`src/rtl/breakout_pkg.sv`:
```
// Shared breakout constants and the hit-resolver state type.
package breakout_pkg;
  localparam int GRID_COLS  = 12;
  localparam int GRID_ROWS  = 7;
  localparam int NUM_BLOCKS = 84;
  localparam int MEM_DEPTH  = 128;

  typedef enum logic [1:0] {
    ST_FILL  = 2'd0,
    ST_IDLE  = 2'd1,
    ST_READ  = 2'd2,
    ST_CHECK = 2'd3
  } res_state_e;
endpackage

```
`src/rtl/block_addr_calc.sv`:
```
// Maps a pixel position onto a block column, row and memory address.
module block_addr_calc
  import breakout_pkg::*;
#(
  parameter int FIELD_X      = 64,
  parameter int FIELD_Y      = 48,
  parameter int BLOCK_W_LOG2 = 5,
  parameter int BLOCK_H_LOG2 = 4
) (
  input  logic [9:0] x_i,
  input  logic [9:0] y_i,
  output logic [3:0] col_o,
  output logic [2:0] row_o,
  output logic [6:0] addr_o,
  output logic       out_of_field_o
);
  logic [9:0] dx, dy, col_full, row_full;
  logic       oof;

  assign dx       = x_i - 10'(FIELD_X);
  assign dy       = y_i - 10'(FIELD_Y);
  assign col_full = dx >> BLOCK_W_LOG2;
  assign row_full = dy >> BLOCK_H_LOG2;

  // Left/top checks guard against the wrapped subtraction results.
  assign oof = (x_i < 10'(FIELD_X)) || (y_i < 10'(FIELD_Y)) ||
               (col_full >= 10'(GRID_COLS)) || (row_full >= 10'(GRID_ROWS));

  assign out_of_field_o = oof;
  assign col_o  = oof ? 4'd0 : col_full[3:0];
  assign row_o  = oof ? 3'd0 : row_full[2:0];
  assign addr_o = ({4'd0, row_o} << 3) + ({4'd0, row_o} << 2) + {3'd0, col_o};
endmodule

```
`src/rtl/block_hit_resolver.sv`:
```
// Resolves ball hit queries against the block-state memory, clearing hit
// blocks, tracking the live count and refilling the field on reset/new level.
module block_hit_resolver
  import breakout_pkg::*;
#(
  parameter int FIELD_X      = 64,
  parameter int FIELD_Y      = 48,
  parameter int BLOCK_W_LOG2 = 5,
  parameter int BLOCK_H_LOG2 = 4
) (
  input  logic       CLK,
  input  logic       RESET_N,
  input  logic       REQ_VALID,
  output logic       REQ_READY,
  input  logic [9:0] REQ_X,
  input  logic [9:0] REQ_Y,
  output logic       RSP_VALID,
  output logic       RSP_HIT,
  output logic [3:0] RSP_COL,
  output logic [2:0] RSP_ROW,
  input  logic       LEVEL_START,
  output logic [6:0] BLOCKS_LEFT,
  output logic       LEVEL_CLEAR,
  output logic [6:0] MEM_ADDR,
  output logic       MEM_WE,
  output logic       MEM_DIN,
  input  logic       MEM_DOUT
);
  res_state_e state_q, state_d;
  logic [6:0] cnt_q, cnt_d, addr_q, addr_d, blocks_q, blocks_d;
  logic [3:0] col_q, col_d, rsp_col_q, rsp_col_d;
  logic [2:0] row_q, row_d, rsp_row_q, rsp_row_d;
  logic       oof_q, oof_d, pend_q, pend_d;
  logic       rsp_valid_q, rsp_valid_d, rsp_hit_q, rsp_hit_d, hit;

  logic [3:0] calc_col;
  logic [2:0] calc_row;
  logic [6:0] calc_addr;
  logic       calc_oof;

  block_addr_calc #(
    .FIELD_X(FIELD_X), .FIELD_Y(FIELD_Y),
    .BLOCK_W_LOG2(BLOCK_W_LOG2), .BLOCK_H_LOG2(BLOCK_H_LOG2)
  ) u_calc (
    .x_i(REQ_X), .y_i(REQ_Y), .col_o(calc_col), .row_o(calc_row),
    .addr_o(calc_addr), .out_of_field_o(calc_oof)
  );

  always_ff @(posedge CLK or negedge RESET_N) begin
    if (!RESET_N) begin
      state_q     <= ST_FILL;
      cnt_q       <= '0;
      addr_q      <= '0;
      col_q       <= '0;
      row_q       <= '0;
      oof_q       <= 1'b0;
      pend_q      <= 1'b0;
      blocks_q    <= '0;
      rsp_valid_q <= 1'b0;
      rsp_hit_q   <= 1'b0;
      rsp_col_q   <= '0;
      rsp_row_q   <= '0;
    end else begin
      state_q     <= state_d;
      cnt_q       <= cnt_d;
      addr_q      <= addr_d;
      col_q       <= col_d;
      row_q       <= row_d;
      oof_q       <= oof_d;
      pend_q      <= pend_d;
      blocks_q    <= blocks_d;
      rsp_valid_q <= rsp_valid_d;
      rsp_hit_q   <= rsp_hit_d;
      rsp_col_q   <= rsp_col_d;
      rsp_row_q   <= rsp_row_d;
    end
  end

  always_comb begin
    state_d     = state_q;
    cnt_d       = cnt_q;
    addr_d      = addr_q;
    col_d       = col_q;
    row_d       = row_q;
    oof_d       = oof_q;
    pend_d      = pend_q;
    blocks_d    = blocks_q;
    rsp_valid_d = 1'b0;
    rsp_hit_d   = rsp_hit_q;
    rsp_col_d   = rsp_col_q;
    rsp_row_d   = rsp_row_q;
    hit         = 1'b0;
    REQ_READY   = 1'b0;
    MEM_WE      = 1'b0;
    MEM_ADDR    = addr_q;
    MEM_DIN     = 1'b0;
    case (state_q)
      ST_FILL: begin
        MEM_WE   = 1'b1;
        MEM_ADDR = cnt_q;
        MEM_DIN  = (cnt_q < 7'(NUM_BLOCKS));
        pend_d   = 1'b0;
        if (LEVEL_START) begin
          cnt_d = '0;
        end else if (cnt_q == 7'(MEM_DEPTH - 1)) begin
          cnt_d    = '0;
          blocks_d = 7'(NUM_BLOCKS);
          state_d  = ST_IDLE;
        end else begin
          cnt_d = cnt_q + 7'd1;
        end
      end
      ST_IDLE: begin
        // A new or deferred level start wins over any query this cycle.
        if (LEVEL_START || pend_q) begin
          state_d = ST_FILL;
          cnt_d   = '0;
          pend_d  = 1'b0;
        end else begin
          REQ_READY = 1'b1;
          if (REQ_VALID) begin
            addr_d  = calc_addr;
            col_d   = calc_col;
            row_d   = calc_row;
            oof_d   = calc_oof;
            state_d = ST_READ;
          end
        end
      end
      ST_READ: begin
        if (LEVEL_START) pend_d = 1'b1;
        state_d = ST_CHECK;
      end
      ST_CHECK: begin
        if (LEVEL_START) pend_d = 1'b1;
        hit         = !oof_q && MEM_DOUT;
        MEM_WE      = hit;
        rsp_valid_d = 1'b1;
        rsp_hit_d   = hit;
        rsp_col_d   = col_q;
        rsp_row_d   = row_q;
        if (hit && blocks_q != 7'd0) blocks_d = blocks_q - 7'd1;
        state_d = ST_IDLE;
      end
      default: state_d = ST_FILL;
    endcase
  end

  assign RSP_VALID   = rsp_valid_q;
  assign RSP_HIT     = rsp_hit_q;
  assign RSP_COL     = rsp_col_q;
  assign RSP_ROW     = rsp_row_q;
  assign BLOCKS_LEFT = blocks_q;
  assign LEVEL_CLEAR = (state_q == ST_IDLE) && (blocks_q == 7'd0);
endmodule

```
`config.mk`:
```
export PLATFORM = sky130hd
export DESIGN_NAME = block_hit_resolver
export DESIGN_NICKNAME = d
export VERILOG_FILES = /design/src/rtl/breakout_pkg.sv /design/src/rtl/block_addr_calc.sv /design/src/rtl/block_hit_resolver.sv
export SDC_FILE = /design/constraint.sdc
export NUM_CORES = 1
export LEC_CHECK = 0
export BUFFER_PORTS_ARGS = -buffer_cell sky130_fd_sc_hd__buf_2
export CORE_MARGIN = 10
export CORE_UTILIZATION = 51
export CTS_BUF_LIST = sky130_fd_sc_hd__clkbuf_4 sky130_fd_sc_hd__clkbuf_8
export DETAILED_ROUTE_END_ITERATION = 16
export GPL_ROUTABILITY_DRIVEN = 0
export GPL_TIMING_DRIVEN = 1
export PLACE_DENSITY = 0.85
export SLEW_MARGIN = 0
export SYNTH_ARGS = -nofsm -noshare
export SYNTH_HDL_FRONTEND = slang
export SYNTH_HIERARCHICAL = 1
export SYNTH_SLANG_ARGS = --single-unit
```
`constraint.sdc`:
```
create_clock -name CLK -period 1.8 [get_ports CLK]
set_input_delay 0.09 -clock CLK [delete_from_list [all_inputs] [get_ports CLK]]
set_output_delay 0.09 -clock CLK [all_outputs]
set_load 0.01 [all_outputs]
```
==> out/results.tsv, run 1 <==
stage	metric	value	unit
place	dp_hpwl	4809	microns
finish	area_delta_synth_final	39.71	%
die	ioPinCount	52	
finish	seq_area	0.001027	sq mm
finish	multi_input_area	0.001605	sq mm
synth	synth.distinct_cells	54	
cts	cts_buffer_depth	2	
power_and_ir_drop	clkPwrFrac	17.4	%
sta	setup_ws	-0.6960	ns
finish	fill_cells	324	
place	placed_area	0.003194	sq mm
critical_path	cp-start-kind	input port	
synth	synth-simple-area-share	13.88	%
status	violations	setup timing	
finish	final_nets	372	
sta	worst_pin_slew	0.6180	ns
route	route.vias.total	2191	
min_path	hp-class	input port to register	
finish	fin_area	0.003526	sq mm
die	die_area	0.008162	sq mm
die	start_util	53.08	%
place	dpl_worst_slack	-1.032	ns
critical_path	arrival	2.68	ns
sta	hold_slack	0.07495	ns
synth	synth-seq-area-share	40.65	%
cts	cts_buffers	5	
synth	synth-edff-count	0	
place	port_buffers	42	
synth	synth_top_family_by_area	compound AO/OA/AOI/OAI gates	
cts	cts_tree	yes	
cts	numClockSinks	41	
synth	synthXorXnorAreaFrac	1.735	%
power_and_ir_drop	pwr_density_cell	974.9	mW/mm^2
critical_path	worst-r2r-setup-slack	-0.10	ns
route	wirelength	6731	microns
sta	setup_violations	8	
power_and_ir_drop	p_int	2.095	mW
power_and_ir_drop	netSwitchingPower	1.342	mW
global_routing	grt_pass1_vias	2256	
synth	syn_inst	243	
critical_path	r2r_end	BLOCKS_LEFT[1]$_DFFE_PN0P_	
synth	synthMuxAreaShare	12.94	%
sta	skew	0.004033	ns
critical_path	path_class	input port to register	
synth	synth_fa_ha_area_share	9.023	%
critical_path	cp-startpoint	REQ_Y[5]	
finish	fin_util	74.16	%
synth	yosysWarnings	6	
power_and_ir_drop	combPwrFrac	48.0	%
critical_path	required	1.99	ns
power_and_ir_drop	vdd_drop_max	0.4557	mV
finish	drive_gt1_share	48.64	%
sta	fmax	0.4006	GHz
status	outcome	finished with violations	
route	ant_nets	0	
route	drtIter0Drc	83	
power_and_ir_drop	fin_total_pwr	3.437	mW
power_and_ir_drop	swShare	39.05	%
cts	clk_pin_slew	0.08	ns
critical_path	path_common_cell	ha_4	
critical_path	worstSetupEndpointType	register	
critical_path	slowest_stage	fa_1	
critical_path	cp_max_fo	6	
power_and_ir_drop	sequentialPowerShare	34.6	%
cts	h-tree-depth	2	
route	firstDrtPassIters	4	
die	die_x	90.35	microns
synth	async_flop_share	100.0	%
sta	finalHoldViolCount	0	
synth	avgSynthCellArea	10.39	sq um
synth	yosysTopAreaCell	dfrtp_1	
global_routing	overflow	0	
global_routing	antenna_found_initial	0	
synth	synth_nets	285	
critical_path	r2r_cells	6	
cts	clkLatencyLatePin	0.30	ns
synth	synthTopCellsByArea	dfrtp_1 41%, mux2_2 8.5%, ha_1 7.4%, mux2_1 4.5%, o21ai_0 3.8%	
die	die_h	90.35	microns
synth	synth_compound_area_share	16.46	%
die	rows	25	
die	core-area	0.004755	sq mm
finish	layout_common_cells	43 x buf_4, 40 x dfrtp_1, 40 x buf_2, 18 x mux2_2, 17 x o21ai_0	
critical_path	cp_cell_sequence	buf_8 -> ha_4 -> a31oi_4 -> nor3_4 -> o311ai_4 -> nor3_2 -> fa_1 -> ha_4 -> inv_2 -> fa_2 -> inv_1 -> mux2_4	
synth	ys.flop_type	dfrtp_1	
critical_path	reg2reg_from	BLOCKS_LEFT[3]$_DFFE_PN0P_	
sta	layout_min_cycle_time	2.496	ns
route	drc	0	
sta	slew_viol_final	0	
finish	diodes	0	
synth	synth_top_area_share	40.65	%
synth	ys_ff_latch	41	
critical_path	crit_end	addr_q[4]$_DFFE_PN0P_	
cts	cts_root_buffer	clkbuf_8	
synth	syn_area	0.002524	sq mm
finish	layout_commonest_cell	buf_4	
power_and_ir_drop	power_leakage	1.706	nW
global_routing	track_usage	15.91	%
route	via_per_inst	5.505	
global_routing	grt_pass1_wl	10850	microns
job	maxCapViolCount	0	
route	avgRoutedWirePerCell	16.91	microns
sta	rsz0062_at_grt	true	
sta	relSlewSlack	58.80	%
global_routing	grt_max_degree	29	
critical_path	slowest_delay	0.60	ns
sta	fin_crit_sh	138.7	%
==> sequential cells by signal, summed over array words and instances (netlist names) <==
name / count
BLOCKS_LEFT: 7
cnt_q: 7
RSP_VALID: 1
row_q: 3
col_q: 4
state_q: 2
RSP_COL: 4
RSP_ROW: 3
oof_q: 1
addr_q: 7
RSP_HIT: 1
pend_q: 1
==> what timing repair did <==
item,in CTS,in global routing
setup endpoints to repair,11,29
pin swaps,11,14
buffers inserted,5,6
resized for setup,18,22
hold endpoints to repair,26,0
hold buffers,1,0
==> layout make-up <==
cell class	count	share of cell area, %
inverters	18	2.129
flip-flops and latches	41	29.13
multi-input cells	172	45.53
clock inverters	3	0.4968
well taps	67	2.378
repair buffers	92	18.38
clock buffers	5	1.952
==> through the flow <==
stage                     setup TNS [ns]  instances
final                             -2.402        398
after global routing              -3.184        398
after CTS                         -2.284        394
after detailed placement          -3.890        380
after global placement            -3.431        380
after floorplan                   -2.455        243
==> worst max-delay path: cells and delay by family <==
family / cells / cell delay, ns
AO/OA/AOI/OAI: 2 / 0.56
multiplexers: 1 / 0.26
adder cells (fa/ha/maj): 4 / 1.42
buffers and inverters: 3 / 0.17
AND/OR/NAND/NOR: 2 / 0.17
==> synthesized netlist by cell type (2+ instances only) <==
cell      instances
o21a_1            3
xnor2_1           5
nand2b_1          4
or3_1             4
a21o_1            4
buf_4             2
clkbuf_1          3
nor3_1           11
nand3_1           4
fa_1              2
inv_1            18
a21oi_1           4
or2_1             2
ha_1             15
nor2_1           12
o21ai_1           5
mux2_1           10
nand2_1          13
and2_1            2
nor3b_1           3
buf_2             5
o21ai_0          19
o211ai_1          2
mux2_2           19
and3_1            2
nand4b_1          2
dfrtp_1          41
==> cell families (layout without fill, tap and decap cells) <==
group | after synthesis | count (layout)
simple gates | 66 | 66
compound gates | 55 | 55
flops | 41 | 41
buf+inv | 30 | 118
mux | 29 | 29
fa+ha+maj | 17 | 17
xor+xnor | 5 | 5
==> layer usage <==
layer / routed length, microns / vias to the layer above / global-route usage [%]
met5: 0 / - / 0
met4: 144 / 0 / 5.703
li1: - / 1045 / -
met1: 2750 / 1057 / 17.34
met3: 352 / 18 / 4.489
met2: 3483 / 71 / 28.63
==> how the worst min path moves through the flow <==
stage,endpoint,cells past startpoint,startpoint
floorplan,BLOCKS_LEFT[0]$_DFFE_PN0P_,0,RESET_N
global placement,cnt_q[4]$_DFFE_PN0P_,1,RESET_N
detailed placement,cnt_q[4]$_DFFE_PN0P_,1,RESET_N
CTS,RSP_HIT$_DFFE_PN0N_,3,MEM_DOUT
global route,RSP_HIT$_DFFE_PN0N_,3,MEM_DOUT
finish,RSP_HIT$_DFFE_PN0N_,3,MEM_DOUT
==> power groups by stage <==
stage	combinational, mW	clock (mW)	sequential, mW
after floorplan	0.815	0	1.22
after global placement	1.40	0	1.18
after detailed placement	1.46	0	1.19
after CTS	1.53	0.603	1.18
after global routing	1.79	0.650	1.21
final	1.65	0.599	1.19
Power figures use the tool's default switching activity.
==> run 2: changes to the inputs <==
--- a/config.mk
+++ b/config.mk
@@ -5,6 +5,7 @@
 export SDC_FILE = /design/constraint.sdc
 export NUM_CORES = 1
 export LEC_CHECK = 0
+export ABC_AREA = 1
 export BUFFER_PORTS_ARGS = -buffer_cell sky130_fd_sc_hd__buf_2
 export CORE_MARGIN = 10
 export CORE_UTILIZATION = 51
==> run 2 against run 1 <==
Compared with the run above: sequential share of layout area grew 2.4 points; sequential cell count did not move; worst hold slack improved by 0.030 ns; critical endpoint unchanged; the run still ends with setup timing left; register-to-register slack better by 0.36 ns.
==> out/results.tsv, run 2 <==
stage	metric	value	unit	change
finish	drive_gt1_share	30.15	%	-18 points
cts	h-tree-depth	2		unchanged
route	ant_nets	0		unchanged
place	dpl_worst_slack	-0.6750	ns	+0.3574 ns
synth	synthTopCellsByArea	dfrtp_1 41%, nand2_1 18%, ha_1 7.4%, nand3_1 6.7%, inv_1 5.8%		
cts	cts_buffer_depth	2		unchanged
cts	clkLatencyLatePin	0.30	ns	about the same
critical_path	worstSetupEndpointType	register		
global_routing	antenna_found_initial	0		unchanged
critical_path	cp_max_fo	5		-1
synth	ys.flop_type	dfrtp_1		
route	route.vias.total	2376		+8.4%
finish	fin_util	68.42	%	-5.7 points
synth	yosysWarnings	6		unchanged
route	drc	0		unchanged
finish	area_delta_synth_final	28.97	%	
finish	multi_input_area	0.001423	sq mm	-11%
cts	numClockSinks	41		unchanged
sta	slew_viol_final	0		unchanged
min_path	hold_start	LEVEL_START		
finish	diodes	0		unchanged
place	port_buffers	42		unchanged
synth	yosysTopAreaCell	dfrtp_1		
cts	clk_pin_slew	0.08	ns	about the same
min_path	hold-path-endpoint	pend_q$_DFFE_PN0P_		
power_and_ir_drop	vdd_drop_max	0.2928	mV	-36%
cts	cts_tree	yes		
sta	finalHoldViolCount	0		unchanged
synth	synth_nets	386		+35%
place	placed_area	0.002924	sq mm	-8.5%
critical_path	reg2reg_from	cnt_q[1]$_DFFE_PN0P_		
synth	avgSynthCellArea	7.333	sq um	-29%
global_routing	grt_pass1_vias	2340		+3.7%
synth	synth.distinct_cells	27		-50%
cts	cts_root_buffer	clkbuf_8		
critical_path	worst-r2r-setup-slack	0.26	ns	+0.36 ns
die	rows	25		unchanged
die	core-area	0.004755	sq mm	unchanged
synth	synth_commonest_cells	124 x nand2_1, 41 x dfrtp_1, 39 x inv_1, 34 x nand3_1, 30 x nor2_1		
die	start_util	53.05	%	about the same
route	met1_length	2609	microns	-5.1%
die	ioPinCount	52		unchanged
route	via_per_inst	5.002		-9.1%
route	drtIter0Drc	124		+49%
status	outcome	finished with violations		
critical_path	path_class	input port to register		
job	maxCapViolCount	0		unchanged
finish	final_nets	449		+21%
sta	rsz0062_at_grt	true		
finish	fin_area	0.003253	sq mm	-7.7%
critical_path	slowest_stage	fa_1		
critical_path	r2r_cells	8		+2
global_routing	track_usage	15.13	%	-0.78 points
min_path	hp-class	input port to register		
route	routed-wl-met2	3137	microns	-9.9%
finish	seq_area	0.001026	sq mm	-0.12%
route	met3WireLength	280	microns	-20%
synth	async_flop_share	100.0	%	unchanged
finish	layout_common_cells	121 x nand2_1, 41 x dfrtp_1, 38 x buf_2, 31 x inv_1, 30 x nand3_1		
min_path	min_path_cells	3		unchanged
sta	fin_crit_sh	118.5	%	-20 points
critical_path	cp_cell_sequence	buf_4 -> ha_4 -> nand2_2 -> nand3_4 -> nand3_4 -> nor2_4 -> nand2_4 -> nor2_4 -> fa_1 -> ha_2 -> inv_2 -> fa_2 -> inv_2 -> nand3_2 -> nand2_1		
finish	layout_commonest_cell	nand2_1		
route	wirelength	6215	microns	-7.7%
sta	skew	0.004712	ns	+0.0006788 ns
critical_path	required	1.99	ns	about the same
sta	layout_min_cycle_time	2.134	ns	-0.3623 ns
sta	setup_violations	3		-5
finish	fill_cells	398		+23%
critical_path	r2r_end	BLOCKS_LEFT[0]$_DFFE_PN0P_		
global_routing	grt_max_degree	42		+45%
route	avgRoutedWirePerCell	13.08	microns	-23%
critical_path	arrival	2.33	ns	-0.35 ns
route	firstDrtPassIters	4		unchanged
synth	synth-seq-area-share	40.67	%	about the same
critical_path	slowest_delay	0.53	ns	-0.07 ns
synth	synth-edff-count	0		unchanged
synth	ys_ff_latch	41		unchanged
die	die_area	0.008159	sq mm	about the same
status	violations	setup timing		
die	die_x	90.33	microns	about the same
route	highest_layer	met4		
sta	worst_pin_slew	0.5033	ns	-0.1147 ns
critical_path	cp-start-kind	input port		
place	dp_hpwl	4452	microns	-7.4%
synth	synth_top_area_share	40.67	%	about the same
global_routing	overflow	0		unchanged
sta	setup_ws	-0.3337	ns	+0.3623 ns
sta	fmax	0.4687	GHz	+17%
synth	synth.most_common_cell	nand2_1		
power_and_ir_drop	power_leakage	1.845	nW	+8.1%
sta	timing.setup.tns	-0.7438	ns	+1.658 ns
power_and_ir_drop	pwr_density_cell	668.8	mW/mm^2	-31%
sta	relSlewSlack	66.44	%	+7.6 points
synth	syn_area	0.002522	sq mm	about the same
synth	syn_inst	344		+42%
die	die_h	90.33	microns	about the same
cts	cts_buffers	5		unchanged
global_routing	grt_pass1_wl	10370	microns	-4.4%
==> run 2: how the worst max path moves through the flow <==
stage | start | endpoint
floorplan | REQ_X[6] | addr_q[4]$_DFFE_PN0P_
global placement | REQ_X[7] | addr_q[4]$_DFFE_PN0P_
detailed placement | REQ_Y[4] | addr_q[4]$_DFFE_PN0P_
CTS | REQ_X[6] | addr_q[4]$_DFFE_PN0P_
global route | REQ_Y[4] | addr_q[4]$_DFFE_PN0P_
finish | REQ_Y[4] | addr_q[4]$_DFFE_PN0P_
==> run 2: metal layers <==
layer  up-vias  global-route usage, %
li1       1201                      -
met1      1102                  17.04
met2        56                  26.45
met3        17                  3.824
met4         0                  6.366
met5         -                      0
==> run 2: final cells by class <==
cell class	count	area share (%)
multi-input combinational	250	43.73
sequential	41	31.54
timing repair buffer	67	13.31
inverter	42	5.308
tap	67	2.577
clock buffer	5	2.115
clock inverter	3	1.423
==> run 2: metrics by stage <==
stage	instances	hold WS [ns]	total power, mW
after global routing	475	0.1232	2.279
after detailed placement	457	0.1831	1.388
after CTS	473	0.1115	2.149
after global placement	457	0.1751	1.376
final	475	0.1049	2.176
after floorplan	344	-0.2056	1.252
==> run 2: cells by family after synthesis <==
logic type / after synthesis / share of synthesized area (%)
AND/OR/NAND/NOR: 205 / 33.88
buffers and inverters: 53 / 9.523
flip-flops: 41 / 40.67
AO/OA/AOI/OAI: 26 / 6.201
adder cells (fa/ha/maj): 17 / 9.028
XOR/XNOR: 2 / 0.6946
==> run 2: power by group <==
group,total (mW),internal [mW],switching (mW)
Clock,0.753,0.415,0.338
Sequential,0.967,0.943,0.0245
Combinational,0.455,0.176,0.279
==> run 2: worst max-delay path: cells and delay by family <==
| family | cells | cell delay (ns) |
|---|---|---|
| fa+ha+maj | 4 | 1.41 |
| buf+inv | 3 | 0.20 |
| simple gates | 8 | 0.64 |
==> run 2: what timing repair did <==
item	in CTS	in global routing
endpoints found under the setup margin	7	9
hold endpoints to repair	41	0
pin swaps	12	17
resized for setup	14	21
hold buffers	1	0
setup buffers	8	4
